$ cat src/rtl/dmem_arbiter.sv
// Two-port data-memory arbiter: round-robin between the pipeline memory stage (m)
// and the loader port (l) in front of a synchronous-read 64-bit data memory.
module dmem_arbiter #(
  parameter int unsigned MEM_BYTES = 1024,
  parameter int unsigned AW        = 10
) (
  input  logic          clk,
  input  logic          rst_n,
  input  logic          m_req,
  input  logic          m_we,
  input  logic [63:0]   m_addr,
  input  logic [63:0]   m_wdata,
  output logic [63:0]   m_rdata,
  output logic          m_ack,
  output logic          m_err,
  input  logic          l_req,
  input  logic          l_we,
  input  logic [63:0]   l_addr,
  input  logic [63:0]   l_wdata,
  output logic [63:0]   l_rdata,
  output logic          l_ack,
  output logic          l_err,
  output logic          mem_en,
  output logic          mem_we,
  output logic [AW-1:0] mem_addr,
  output logic [63:0]   mem_wdata,
  input  logic [63:0]   mem_rdata
);

  localparam int unsigned DW = 64;
  // Highest byte address at which a full 8-byte word still fits.
  localparam logic [DW-1:0] LAST_OK = DW'(MEM_BYTES - 8);

  typedef enum logic [1:0] {
    S_IDLE    = 2'd0,
    S_ISSUE   = 2'd1,
    S_CAPTURE = 2'd2,
    S_DONE    = 2'd3
  } state_t;

  state_t          r_state;
  state_t          w_next;

  logic            r_fav_l;
  logic            r_owner_l;
  logic            r_we;
  logic            r_m_ack;
  logic            r_l_ack;
  logic            r_m_err;
  logic            r_l_err;
  logic            r_mem_en;
  logic            r_mem_we;
  logic [AW-1:0]   r_mem_addr;
  logic [DW-1:0]   r_mem_wdata;
  logic [DW-1:0]   r_m_rdata;
  logic [DW-1:0]   r_l_rdata;

  logic            w_grant_l;
  logic            w_sel_we;
  logic [DW-1:0]   w_sel_addr;
  logic [DW-1:0]   w_sel_wdata;
  logic            w_addr_ok;
  logic            w_start;
  logic            w_enter_done;
  logic            w_done_owner_l;
  logic            w_done_err;

  // Arbitration, address check and next-state decode.
  always_comb begin
    w_next         = r_state;
    w_grant_l      = l_req & (~m_req | r_fav_l);
    w_sel_we       = w_grant_l ? l_we    : m_we;
    w_sel_addr     = w_grant_l ? l_addr  : m_addr;
    w_sel_wdata    = w_grant_l ? l_wdata : m_wdata;
    w_addr_ok      = (w_sel_addr <= LAST_OK);
    w_start        = 1'b0;
    w_done_owner_l = r_owner_l;
    w_done_err     = 1'b0;
    case (r_state)
      S_IDLE: begin
        if (m_req | l_req) begin
          w_start        = 1'b1;
          w_next         = w_addr_ok ? S_ISSUE : S_DONE;
          w_done_owner_l = w_grant_l;
          w_done_err     = ~w_addr_ok;
        end
      end
      S_ISSUE:   w_next = S_CAPTURE;
      S_CAPTURE: w_next = S_DONE;
      S_DONE:    w_next = S_IDLE;
      default:   w_next = S_IDLE;
    endcase
    w_enter_done = (w_next == S_DONE);
  end

  always_ff @(posedge clk or negedge rst_n) begin
    if (!rst_n) begin
      r_state <= S_IDLE;
    end else begin
      r_state <= w_next;
    end
  end

  // Outputs are registered from the next state so they line up with the state they belong to.
  always_ff @(posedge clk or negedge rst_n) begin
    if (!rst_n) begin
      r_fav_l     <= 1'b0;
      r_owner_l   <= 1'b0;
      r_we        <= 1'b0;
      r_m_ack     <= 1'b0;
      r_l_ack     <= 1'b0;
      r_m_err     <= 1'b0;
      r_l_err     <= 1'b0;
      r_mem_en    <= 1'b0;
      r_mem_we    <= 1'b0;
      r_mem_addr  <= '0;
      r_mem_wdata <= '0;
      r_m_rdata   <= '0;
      r_l_rdata   <= '0;
    end else begin
      r_mem_en <= w_start & w_addr_ok;
      r_mem_we <= w_start & w_addr_ok & w_sel_we;
      r_m_ack  <= w_enter_done & ~w_done_owner_l;
      r_l_ack  <= w_enter_done &  w_done_owner_l;
      r_m_err  <= w_enter_done & ~w_done_owner_l & w_done_err;
      r_l_err  <= w_enter_done &  w_done_owner_l & w_done_err;
      if (w_start) begin
        r_owner_l <= w_grant_l;
        r_we      <= w_sel_we;
        r_fav_l   <= ~w_grant_l;
        if (w_addr_ok) begin
          r_mem_addr  <= w_sel_addr[AW-1:0];
          r_mem_wdata <= w_sel_wdata;
        end
      end
      // Read data is valid in CAPTURE, one cycle after the ISSUE strobe.
      if ((r_state == S_CAPTURE) && !r_we) begin
        if (r_owner_l) begin
          r_l_rdata <= mem_rdata;
        end else begin
          r_m_rdata <= mem_rdata;
        end
      end
    end
  end

  assign m_rdata   = r_m_rdata;
  assign m_ack     = r_m_ack;
  assign m_err     = r_m_err;
  assign l_rdata   = r_l_rdata;
  assign l_ack     = r_l_ack;
  assign l_err     = r_l_err;
  assign mem_en    = r_mem_en;
  assign mem_we    = r_mem_we;
  assign mem_addr  = r_mem_addr;
  assign mem_wdata = r_mem_wdata;

endmodule
$ cat config.mk
export PLATFORM = sky130hd
export DESIGN_NAME = dmem_arbiter
export DESIGN_NICKNAME = d
export VERILOG_FILES = /design/src/rtl/dmem_arbiter.sv
export SDC_FILE = /design/constraint.sdc
export NUM_CORES = 1
export LEC_CHECK = 0
export BUFFER_PORTS_ARGS = -buffer_cell sky130_fd_sc_hd__buf_2
export CAP_MARGIN = 15
export CORE_AREA = 2 2 207 209
export CTS_BUF_LIST = sky130_fd_sc_hd__clkbuf_16
export DETAILED_ROUTE_END_ITERATION = 8
export DIE_AREA = 0 0 209 211
export GPL_TIMING_DRIVEN = 0
export SYNTH_ARGS = -nofsm -noshare
export SYNTH_HDL_FRONTEND = slang
export SYNTH_SLANG_ARGS = --single-unit
$ cat constraint.sdc
create_clock -name clk -period 2.1 [get_ports clk]
set_input_delay 0.105 -clock clk [delete_from_list [all_inputs] [get_ports clk]]
set_output_delay 0.105 -clock clk [all_outputs]
set_load 0.02 [all_outputs]
# Word-level counts from Yosys, hierarchy flattened
# Cells that the tools add are included.
totals:
  register_bits: 213
  input_bits: 326
  output_inout_bits: 208
classes:
  order_cmp: 1
  n_eq_ne: 4
  n_mux: 12
  bitwise_logic: 14
  reduce_logical: 6
op_table:
  columns: ["cell", "n"]
  rows:
  - ["$mux 64", 2]
  - ["$le 64x10->1 const B", 1]
  - ["$pmux 2 s4", 1]
  - ["$and 1x1->1", 7]
  - ["$mux 1", 7]
  - ["$eq 2x2->1 const B", 3]
  - ["$reduce_and 2->1", 3]
  - ["$not 1->1", 5]
  - ["$mux 2", 2]
  - ["$eq 2x1->1 const B", 1]
  - ["$logic_not 2->1", 1]
  - ["$or 1x1->1", 2]
  - ["$logic_and 1x1->1", 1]
  - ["$logic_not 1->1", 1]

# Longest topological paths before layout
# Gate-level depths: netlist (run 1).
depth:
  ltp_word: 11
  mapped_depth: 9

# Worst setup path after synthesis (run 1)
# Ideal clock, no wire load.
synth_timing:
  path_kind: "reg-to-reg"
  start: "register r_state[0]"
  end: "register r_l_rdata[10], in the netlist l_rdata[10]"
  setup_ps: 125
  arrival_ps: 1707
  required_ps: 1975
  slack_ps: 268
  stages_incl_launch_ff: 7
  synth_period_minus_slack_ps: 1832
  cell_sequence: "dfrtp_1 inv_1 ha_1 nand3b_1 clkbuf_1 clkbuf_1 mux2_2"
synth_between:
  elab_chain_cells: 3
synth_rtl:
  columns: ["element", "line_no", "rtl"]
  rows:
  - ["from (decl)", "41", "state_t r_state;"]
  - ["from (signal assigned)", "100", "r_state <= w_next;"]
  - ["$eq 2x2->1", "137", "if ((r_state == S_CAPTURE) && !r_we) begin"]
  - ["$logic_and 1x1->1", "137", null]
  - ["$reduce_and 2->1 (no source line)", null, null]
  - ["to (signal assigned)", "139", "r_l_rdata <= mem_rdata;"]
  - ["to (decl)", "56", "logic [DW-1:0] r_l_rdata;"]
# No other way between the ends.
# A chain may end at the register's enable or synchronous reset.

# Final worst setup path (run 1)
layout_timing:
  start: "register r_fav_l"
  end: "register r_mem_wdata[54], in the netlist mem_wdata[54]"
layout_between:
  elab_chain_cells: 5
  elab_cells_between_ends: 6
  classes_between: "order compare: 1; mux: 2; bitwise: 2; reduce/logical: 1"
layout_rtl:
  columns: ["element", "line_no", "rtl"]
  rows:
  - ["from (decl)", "44", "logic r_fav_l;"]
  - ["from (signal assigned)", "130", "r_fav_l <= ~w_grant_l;"]
  - ["$or 1x1->1 (*)", "71", "w_grant_l = l_req & (~m_req | r_fav_l);"]
  - ["$and 1x1->1 (*)", "71", null]
  - ["$mux 64", "73", "w_sel_addr = w_grant_l ? l_addr : m_addr;"]
  - ["$le 64x10->1", "75", "w_addr_ok = (w_sel_addr <= LAST_OK);"]
  - ["$reduce_and 2->1 (no source line)", null, null]
  - ["to (signal assigned)", "133", "r_mem_wdata <= w_sel_wdata;"]
  - ["to (decl)", "54", "logic [DW-1:0] r_mem_wdata;"]
# Mark *: on every way between the ends. The rest lies on a longest branch, timed or not.

==> out/metrics.cfg, run 1 <==
[outcome]
outcome=finished, final reports clean

[placed_design]
dp.cells=1772
gp_congestion=0.884
dp_hpwl_mm=27.6
io_buffers=533

[route]
routed_wl_mm=38.4
antenna_left=0
detail_route.first_pass.iterations=4
drc=0
viasPerCell=4.37
drtIter0Drc=532
wl_per_cell_um=18.9
vias=8889

[synthesis]
synth_cells=699
synthFlopType=dfrtp_1
synth_top_area_share_pct=59.3
synth_seq_area_share_pct=59.3
yosysWarningCount=0
yosys-top-cells-area=dfrtp_1 59%, mux2_2 16%, mux2i_1 8.4%
ys_ff_latch=213
synth_cell_types=36
yosys.area.top_type=dfrtp_1
syn-cell-area_sq_mm=0.00898
syn_avg_cell_area_sq_um=12.9
async_flop_share_pct=100
synth_fp_nets=1028
synth_edf_count=0

[cells_and_area]
nets=1807
diodes=0
fin_cells=2034
syn_to_final_growth_pct=72.8
drive_gt1_share_pct=50.8

[sta]
max_freq_mhz=497
setup_viol=0
worst_slew_pin_slew_ns=0.876
min_period_ns=2.01
holdWs_ns=0.163
hold_viol=0
drv_slew=0
slew_headroom_pct=41.6
clock_skew_ns=0.0157
min_period_over_period_pct=95.7

[setup_path]
worstSetupPathType=flop to flop
crit_top_cell=buf_6
critPathRequiredTime_ns=2.50
cpMaxStageDelayCell=dfrtp_1
path_max_fanout=10
reg2reg_setup_slack_ns=0.09
path_cells=nor2b_4 -> nand2b_4 -> buf_6 -> buf_8 -> buf_6 -> mux2i_2 -> o21ai_1
end_kind=flop
start_kind=flop
cp.arrival_ns=2.41
critPathMaxStageDelay_ns=0.42

[global_routing]
grt_pass1_wl_mm=56.6
grt_max_degree=111
track_usage_pct=16.8
grt-ovfl-total=0
grt_pass1_vias=9411
antenna_found_initial=1

[floorplan]
coreArea_sq_mm=0.0418
die_y_um=211
fp.dieW_um=209
start_util_pct=21.5
placementRows=75
ioPinCount=534
die_area_sq_mm=0.0441

[worst_hold_path]
hold_class=input port to async pin

[clocking]
cts_buffers=24
clock-sinks=213
clockBufferDepth=3
insertion_delay_ns=0.53
cts_max_level=1
cts_tree=built
clk_pin_slew_worst_paths_ns=0.06
cts-root-buf=clkbuf_16

[flow_run]
maxCapViolations=0

[power]
p_leak_uw=0.00771
vdd_drop_max_v=0.000528
powerDensity_mw_per_mm2=1100

-- routing by layer --
metal,share of wire [%],up-vias,global-route usage (%)
met1,39,4226,19.4
li1,-,4068,-
met2,48,515,29.0
met5,0.034,-,0
met4,5.5,2,9.48
met3,7.7,78,3.76
-- cells in the final DEF (no fill, tap or decap), types with 5 or more instances in the layout --
cell and count:
clkinv_1 5, nand4_1 8, buf_4 7, nand2_1 80, nor2_1 9, dfrtp_1 213, inv_1 9, dlygate4sd3_1 218
buf_2 542, nor4_1 28, clkbuf_16 25, mux2i_1 65, buf_6 7, clkbuf_2 6, mux2_2 128, mux2i_4 6
o21ai_1 76
-- final timing paths --
path / endpoint / start / cells after the start
hold / removal: mem_en / rst_n / 2
setup / recovery: mem_wdata[54] / r_fav_l / 7
max in group asynchronous: m_rdata[49] / rst_n / 3
setup reg to reg: mem_wdata[54] / r_fav_l / 7
min in group clk: mem_wdata[63] / m_addr[40] / 8
hold reg to reg: mem_wdata[0] / mem_wdata[0] / 2
-- synthesized netlist by cell type, types with 3 or more instances --
master and instances:
inv_1 4, mux2i_1 75, nand4_1 8, nand2_1 81, nor3_1 4, buf_2 22
nand3_1 4, clkbuf_1 10, nor2_1 9, dfrtp_1 213, buf_6 5, ha_1 3
o21ai_1 76, nor4_1 28, mux2_2 128, a31oi_1 3
-- cell type report --
cell class	instances	area (sq um)
Multi-Input combinational cell	441	3570
Fill cell	3984	26200
Clock buffer	25	626
Buffer	38	299
Timing Repair Buffer	754	4910
Sequential cell	213	5330
Tap cell	539	674
Clock inverter	18	88.8
Inverter	6	22.5
-- what timing repair did --
action,in CTS,in global routing
setup buffers,2,0
endpoints found under the hold margin,310,0
hold buffers,218,0
resized for setup,37,27
pin swaps,1,2
cloned,0,0
endpoints found under the setup margin,188,144
-- metrics by stage --
stage               instance area (sq um)  setup slack (ns)  utilization, %  setup TNS (ns)  power (uW)
floorplan                            8980             0.268               -               0       10200
global placement                    12300             -2.82            29.5         -650.70       12700
detailed placement                  12400            -0.693            29.6          -66.79       12800
CTS                                 15400          -0.00357            37.0        -0.00357       17200
global route                        15500           -0.0188            37.2         -0.0281       18000
finish                              15500            0.0894            37.2               0       17100
-- worst max-delay path, delay by kind of cell (launching register included) --
kind,cells,cell delay [ns]
buffers and inverters,3,0.63
multiplexers,1,0.37
flip-flops,1,0.42
AND/OR/NAND/NOR,2,0.35
AO/OA/AOI/OAI,1,0.09
-- report_power, final --
part           leakage (uW)  internal [uW]  switching [uW]  total [uW]
clock              0.000363           2150            1710        3850
sequential          0.00267           5470             656        6130
combinational       0.00468           3230            3920        7140
-- registers in the layout, summed over array words and instances, names as in the netlist --
| name | count |
|---|---|
| r_owner_l | 1 |
| mem_wdata | 64 |
| l_ack | 1 |
| mem_addr | 10 |
| m_rdata | 64 |
| l_err | 1 |
| r_fav_l | 1 |
| m_ack | 1 |
| r_we | 1 |
| l_rdata | 64 |
| m_err | 1 |
| mem_en | 1 |
| r_state | 2 |
| mem_we | 1 |
-- kinds of logic (layout without fill, tap and decap cells) --
logic type / count (synthesis) / count (layout) / share of synthesized area, %
fa+ha+maj: 3 / 3 / 0.418
compound gates: 89 / 89 / 5.29
mux: 203 / 203 / 24.4
simple gates: 146 / 146 / 7.87
buf+inv: 45 / 841 / 2.69
flops: 213 / 213 / 59.3
Power figures use the tool's default switching activity.
==> inputs of run 2 (changes only) <==
==> config.mk (replaced) <==
export PLATFORM = sky130hd
export DESIGN_NAME = dmem_arbiter
export DESIGN_NICKNAME = d
export VERILOG_FILES = /design/src/rtl/dmem_arbiter.sv
export SDC_FILE = /design/constraint.sdc
export NUM_CORES = 1
export LEC_CHECK = 0
export CAP_MARGIN = 15
export CORE_AREA = 2 2 209 211
export CTS_BUF_LIST = sky130_fd_sc_hd__clkbuf_16
export DETAILED_ROUTE_END_ITERATION = 8
export DIE_AREA = 0 0 211 213
export DONT_BUFFER_PORTS = 1
export GPL_TIMING_DRIVEN = 0
export SYNTH_ARGS = -nofsm -noshare
export SYNTH_HDL_FRONTEND = slang
export SYNTH_SLANG_ARGS = --single-unit
==> run 2 against run 1 <==
  * The flow now finishes with violations (negative hold slack)
  * Sequential cell count unchanged
  * Sequential share of layout area increased by 7.3 points
  * Global-route usage decreased by 1.2 points
  * Register-to-register slack about the same
  * Clock-buffer cell count decreased by 2
  * Sequential power increased by 33%
  * Hold slack got worse by 0.89 ns
  * Total power decreased by 9.0%
  * Critical path type unchanged
==> out/metrics.cfg, run 2 (synthesis gave the netlist of run 1 again) <==
[clocking]
clk_pin_slew_worst_paths_ns=0.06  ; about the same
clock-sinks=213  ; unchanged
cts_tree=built
cts_buffers=23  ; -4.2%
clockBufferDepth=3  ; unchanged
insertion_delay_ns=0.53  ; about the same
cts-root-buf=clkbuf_16
cts_max_level=1  ; unchanged

[cells_and_area]
layout_commonest_cell=dlygate4sd3_1
drive_gt1_share_pct=23.2  ; -28 points
syn_to_final_growth_pct=42.4
fin_area_sq_mm=0.0128  ; -18%
most-common-layout-cells=217 x dlygate4sd3_1, 213 x dfrtp_1, 128 x mux2_2
finish.utilization_pct=30.0  ; -7.2 points
fillers=4242  ; +6.5%
nets=1277  ; -29%

[outcome]
violations=negative hold slack
outcome=complete, but fails checks

[power]
p_leak_uw=0.00550  ; -29%
vdd_drop_max_v=0.000488  ; -7.6%
power_uw=15600  ; -9.0%
powerDensity_mw_per_mm2=1220  ; +10%

[floorplan]
start_util_pct=21.0  ; -0.47 points
die_area_sq_mm=0.0449  ; +1.9%
coreArea_sq_mm=0.0427  ; +2.2%
fp.dieW_um=211  ; +0.96%
die_y_um=213  ; +0.95%
ioPinCount=534  ; unchanged
placementRows=76  ; +1.3%

[setup_path]
path_max_fanout=10  ; unchanged
cp.arrival_ns=2.42  ; about the same
worstSetupPathType=flop to flop
reg2reg_setup_slack_ns=0.08  ; about the same
end_kind=flop
start_kind=flop
r2r.worst_path.cells=5  ; -2
critPathRequiredTime_ns=2.50  ; about the same

[route]
drc=0  ; unchanged
vias=7126  ; -20%
antenna_left=0  ; unchanged
top_layer=met5
wl_per_cell_um=24.8  ; +31%
routed-wl-met3_mm=3.61  ; +22%
detail_route.first_pass.iterations=5  ; +1
routed_wl_mm=37.4  ; -2.6%
drtIter0Drc=516  ; -3.0%
viasPerCell=4.72  ; +7.9%
wl_met1_mm=12.7  ; -15%
wl_met2_mm=18.8  ; +2.0%

[placed_design]
io_buffers=0  ; -100%
gp_congestion=1.01  ; +14%
dp_hpwl_mm=27.2  ; -1.5%
placed_cell_area_sq_mm=0.00967  ; -22%
dp_slack_ns=-0.668  ; +0.0247 ns

[sta]
min_period_over_period_pct=96.0  ; +0.21 points
hold_viol=213  ; +213
min_period_ns=2.02  ; +0.00450 ns
slew_headroom_pct=70.2  ; +29 points
drv_slew=0  ; unchanged
clock_skew_ns=0.0121  ; -0.00363 ns
holdWs_ns=-0.729  ; -0.892 ns
worst_slew_pin_slew_ns=0.443  ; -0.434 ns
setup_ws_ns=0.0849  ; -0.00450 ns
max_freq_mhz=496  ; -0.22%
setup_viol=0  ; unchanged

[global_routing]
track_usage_pct=15.6  ; -1.2 points
grt-ovfl-total=0  ; unchanged
grt_pass1_vias=7584  ; -19%
grt_pass1_wl_mm=50.9  ; -10%
antenna_found_initial=11  ; +10
grt_max_degree=214  ; +93%

[flow_run]
maxCapViolations=0  ; unchanged

[worst_hold_path]
hold_class=input port to async pin

## run 2: worst paths after layout
kind | startpoint | end
max in group asynchronous | rst_n | mem_wdata[8]
hold reg to reg | r_we | r_we
hold / removal | rst_n | l_rdata[55]
setup reg to reg | r_fav_l | mem_addr[8]
setup / recovery | r_fav_l | mem_addr[8]
min in group clk | l_req | mem_wdata[5]
## run 2: per-stage QoR
stage               instances  hold slack [ns]  TNS (ns)
floorplan                 699           -0.191         0
global placement         1245           -0.186    -63.67
detailed placement       1245           -0.186    -69.01
CTS                      1501           -0.757     -1.23
global route             1510           -0.756   -0.0177
finish                   1511           -0.729         0
## run 2: what timing repair did
item                                    in CTS  in global routing
gates cloned                                 0                  1
pin swaps                                    1                  5
endpoints found under the hold margin      425                215
hold buffers                               216                  1
endpoints found under the setup margin     195                160
buffers inserted                             3                  6
resized for setup                           21                 35
## run 2: worst max-delay path, stage by stage (launching register included)
cell,delay [ns]
dfrtp_1,0.39
nor2b_4,0.07
nor2_4,0.36
mux2i_1,0.33
dlygate4sd3_1,0.64
o21ai_1,0.10
## run 2: metal layers
layer | vias to the layer above | track usage, %
met5 | - | 0
met3 | 132 | 5.24
li1 | 3003 | -
met1 | 3464 | 15.6
met4 | 6 | 9.20
met2 | 521 | 28.3
## run 2: area by class of cell
| class | instances | area (sq um) | share of cell area [%] |
|---|---|---|---|
| Tap cell | 546 | 683 | 5.34 |
| Inverter | 6 | 22.5 | 0.176 |
| Buffer | 36 | 264 | 2.06 |
| Multi-Input combinational cell | 441 | 3530 | 27.6 |
| Clock inverter | 15 | 104 | 0.812 |
| Antenna cell | 4 | 10.0 | 0.0782 |
| Clock buffer | 23 | 576 | 4.50 |
| Sequential cell | 213 | 5330 | 41.7 |
| Timing Repair Buffer | 227 | 2280 | 17.8 |
## run 2: power breakdown
| part | switching, uW | total, uW | internal, uW |
|---|---|---|---|
| Sequential | 2680 | 8140 | 5460 |
| Combinational | 1510 | 3660 | 2140 |
| Clock | 1690 | 3790 | 2100 |
==> inputs of run 3 (changes only) <==
--- a/config.mk
+++ b/config.mk
@@ -11,7 +11,7 @@
 export DETAILED_ROUTE_END_ITERATION = 8
 export DIE_AREA = 0 0 211 213
 export DONT_BUFFER_PORTS = 1
-export GPL_TIMING_DRIVEN = 0
+export HOLD_SLACK_MARGIN = 0.05
 export SYNTH_ARGS = -nofsm -noshare
 export SYNTH_HDL_FRONTEND = slang
 export SYNTH_SLANG_ARGS = --single-unit
==> run 3 against run 2 <==
  * The flow still finishes with violations (negative hold slack)
  * Setup slack gained 0.0057 ns
  * Sequential power is essentially flat
  * First-iteration DRC count shrank 14%
  * Fmax grew 0.28%
  * Clock-buffer cell count grew 2
  * Critical endpoint is now mem_addr[0]
  * Largest power group unchanged
  * Highest routed layer unchanged
==> out/metrics.cfg, run 3 (synthesis gave the netlist of run 1 again) <==
[setup_path]
cpMaxStageDelayCell=dlygate4sd3_1
rr_endpoint=mem_addr[0]
r2r.worst_path.cells=6  ; +1
r2r_start=r_fav_l
path_cells=nor2b_4 -> nand2b_4 -> buf_6 -> mux2i_1 -> dlygate4sd3_1 -> o21ai_1
start_kind=flop
critPathRequiredTime_ns=2.51  ; about the same
worstSetupPathType=flop to flop
end_kind=flop
crit_family=buffers and inverters
reg2reg_setup_slack_ns=0.09  ; about the same
path_buf_inv=2  ; +1
path_max_fanout=12  ; +2
cp.arrival_ns=2.42  ; about the same
critPathMaxStageDelay_ns=0.57  ; -0.07 ns

[outcome]
outcome=complete, but fails checks
violations=negative hold slack

[clocking]
cts_max_level=1  ; unchanged
clockBufferDepth=3  ; unchanged
cts-root-buf=clkbuf_16
hold_buffers=217  ; +0.46%
clock-sinks=213  ; unchanged
cts_buffers=24  ; +4.3%
cts_tree=built
insertion_delay_ns=0.53  ; about the same
clk_pin_slew_worst_paths_ns=0.07  ; about the same

[route]
drtIter0Drc=444  ; -14%
routed_wl_mm=34.6  ; -7.5%
antenna_left=0  ; unchanged
vias=6941  ; -2.6%
drc=0  ; unchanged
detail_route.first_pass.iterations=5  ; unchanged
wl_per_cell_um=23.0  ; -7.0%
viasPerCell=4.62  ; -2.1%

[global_routing]
grt_pass1_vias=7251  ; -4.4%
grt_max_degree=214  ; unchanged
antenna_found_initial=13  ; +2
grt_pass1_wl_mm=47.7  ; -6.2%
grt-ovfl-total=0  ; unchanged
track_usage_pct=14.4  ; -1.2 points

[sta]
setup_viol=0  ; unchanged
rsz0062_at_grt=no
tns_ns=0  ; unchanged
slew_headroom_pct=58.4  ; -12 points
min_period_ns=2.01  ; -0.00572 ns
min_period_over_period_pct=95.7  ; -0.27 points
holdWs_ns=-0.727  ; +0.00150 ns
hold_viol=213  ; unchanged
max_freq_mhz=498  ; +0.28%
drv_slew=0  ; unchanged
clock_skew_ns=0.0131  ; +0.000994 ns
worst_slew_pin_slew_ns=0.618  ; +0.175 ns

[floorplan]
die_y_um=213  ; unchanged
coreArea_sq_mm=0.0427  ; unchanged
fp.dieW_um=211  ; unchanged
start_util_pct=21.0  ; unchanged
die_area_sq_mm=0.0449  ; unchanged
placementRows=76  ; unchanged
ioPinCount=534  ; unchanged

[power]
swShare_pct=36.5  ; -1.2 points
intPower_uw=10100  ; +4.0%
vdd_drop_max_v=0.000624  ; +28%
clkPwrFrac_pct=26.3  ; +2.0 points
comb_power_share_pct=22.7  ; -0.8 points
p_leak_uw=0.00551  ; +0.18%
seqPwrFrac_pct=51.0  ; -1.2 points
switching_power_uw=5800  ; -1.2%
powerDensity_mw_per_mm2=1240  ; +1.7%

[placed_design]
dp_hpwl_mm=24.9  ; -8.3%
dp.cells=1233  ; -0.96%
gp_congestion=0.985  ; -2.1%
io_buffers=0  ; unchanged

[cells_and_area]
fin_cells=1503  ; -0.53%
syn_to_final_growth_pct=42.8
drive_gt1_share_pct=22.2  ; -0.96 points
most-common-layout-cells=217 x dlygate4sd3_1, 213 x dfrtp_1, 128 x mux2_2
layout_commonest_cell=dlygate4sd3_1
nets=1264  ; -1.0%

[worst_hold_path]
hold_class=input port to async pin

[flow_run]
maxCapViolations=0  ; unchanged

==> run 3: cell types whose count changed in the layout (fill, tap and decap cells not counted), moves of 4 or more <==
cell	before	now
inv_1	4	8
buf_6	8	1
buf_4	15	22
nor3_4	4	0
clkbuf_2	5	0
buf_2	10	0
clkinv_1	5	1
buf_12	3	9
==> run 3: layout make-up <==
type / count / area, sq um
Fill cell: 4170 / 29900
Tap cell: 546 / 683
Antenna cell: 4 / 10.0
Sequential cell: 213 / 5330
Clock buffer: 25 / 626
Inverter: 6 / 22.5
Clock inverter: 19 / 160
Multi-Input combinational cell: 441 / 3470
Timing Repair Buffer: 249 / 2530
==> run 3: timing repair <==
item,4_1_cts,5_1_grt
setup buffers,0,5
hold endpoints to repair,425,213
gates cloned,0,0
setup endpoints to repair,5,35
gates resized for setup,2,2
pin swaps,0,1
==> run 3: how the worst max path moves through the flow <==
stage                           from            end  slack, ns  cells past startpoint
after floorplan           r_state[0]    l_rdata[10]       0.27                      6
after global routing         r_fav_l  mem_wdata[59]       0.03                      6
after detailed placement     r_fav_l  mem_wdata[39]       0.03                      8
after global placement       r_fav_l  mem_wdata[29]       0.09                      8
after CTS                    r_fav_l  mem_wdata[55]       0.06                      6
final                        r_fav_l    mem_addr[0]       0.09                      6
==> run 3: per-stage QoR <==
stage	power [uW]	setup WS (ns)	hold slack (ns)	utilization (%)	area, sq um
5_1_grt	16700	0.0282	-0.761	30.0	12800
2_1_floorplan	10200	0.268	-0.191	-	8980
6_report	15900	0.0906	-0.727	30.1	12800
3_5_place_dp	11300	0.0306	-0.186	23.0	9800
4_1_cts	16000	0.0613	-0.777	29.9	12800
3_3_place_gp	11200	0.0944	-0.186	23.0	9800
==> run 3: worst reg2reg max path, stage by stage (launching register included) <==
cell and delay, ns:
dfrtp_1 0.42, nor2b_4 0.19, nand2b_4 0.22, buf_6 0.22, mux2i_1 0.20, dlygate4sd3_1 0.57, o21ai_1 0.06
==> run 3: power groups by stage <==
stage                     logic [uW]  registers, uW  clock network (uW)
after global placement          3030           8150                   0
after floorplan                 2460           7770                   0
final                           3600           8110                4190
after global routing            3900           8300                4450
after CTS                       3560           8110                4340
after detailed placement        3130           8180                   0
==> run 3: routing by layer <==
layer	global-route usage, %	routed length, um	up-vias
li1	-	-	2985
met1	14.4	11900	3367
met2	26.8	17600	482
met3	4.94	3420	101
met4	6.53	1620	6
met5	0	41	-
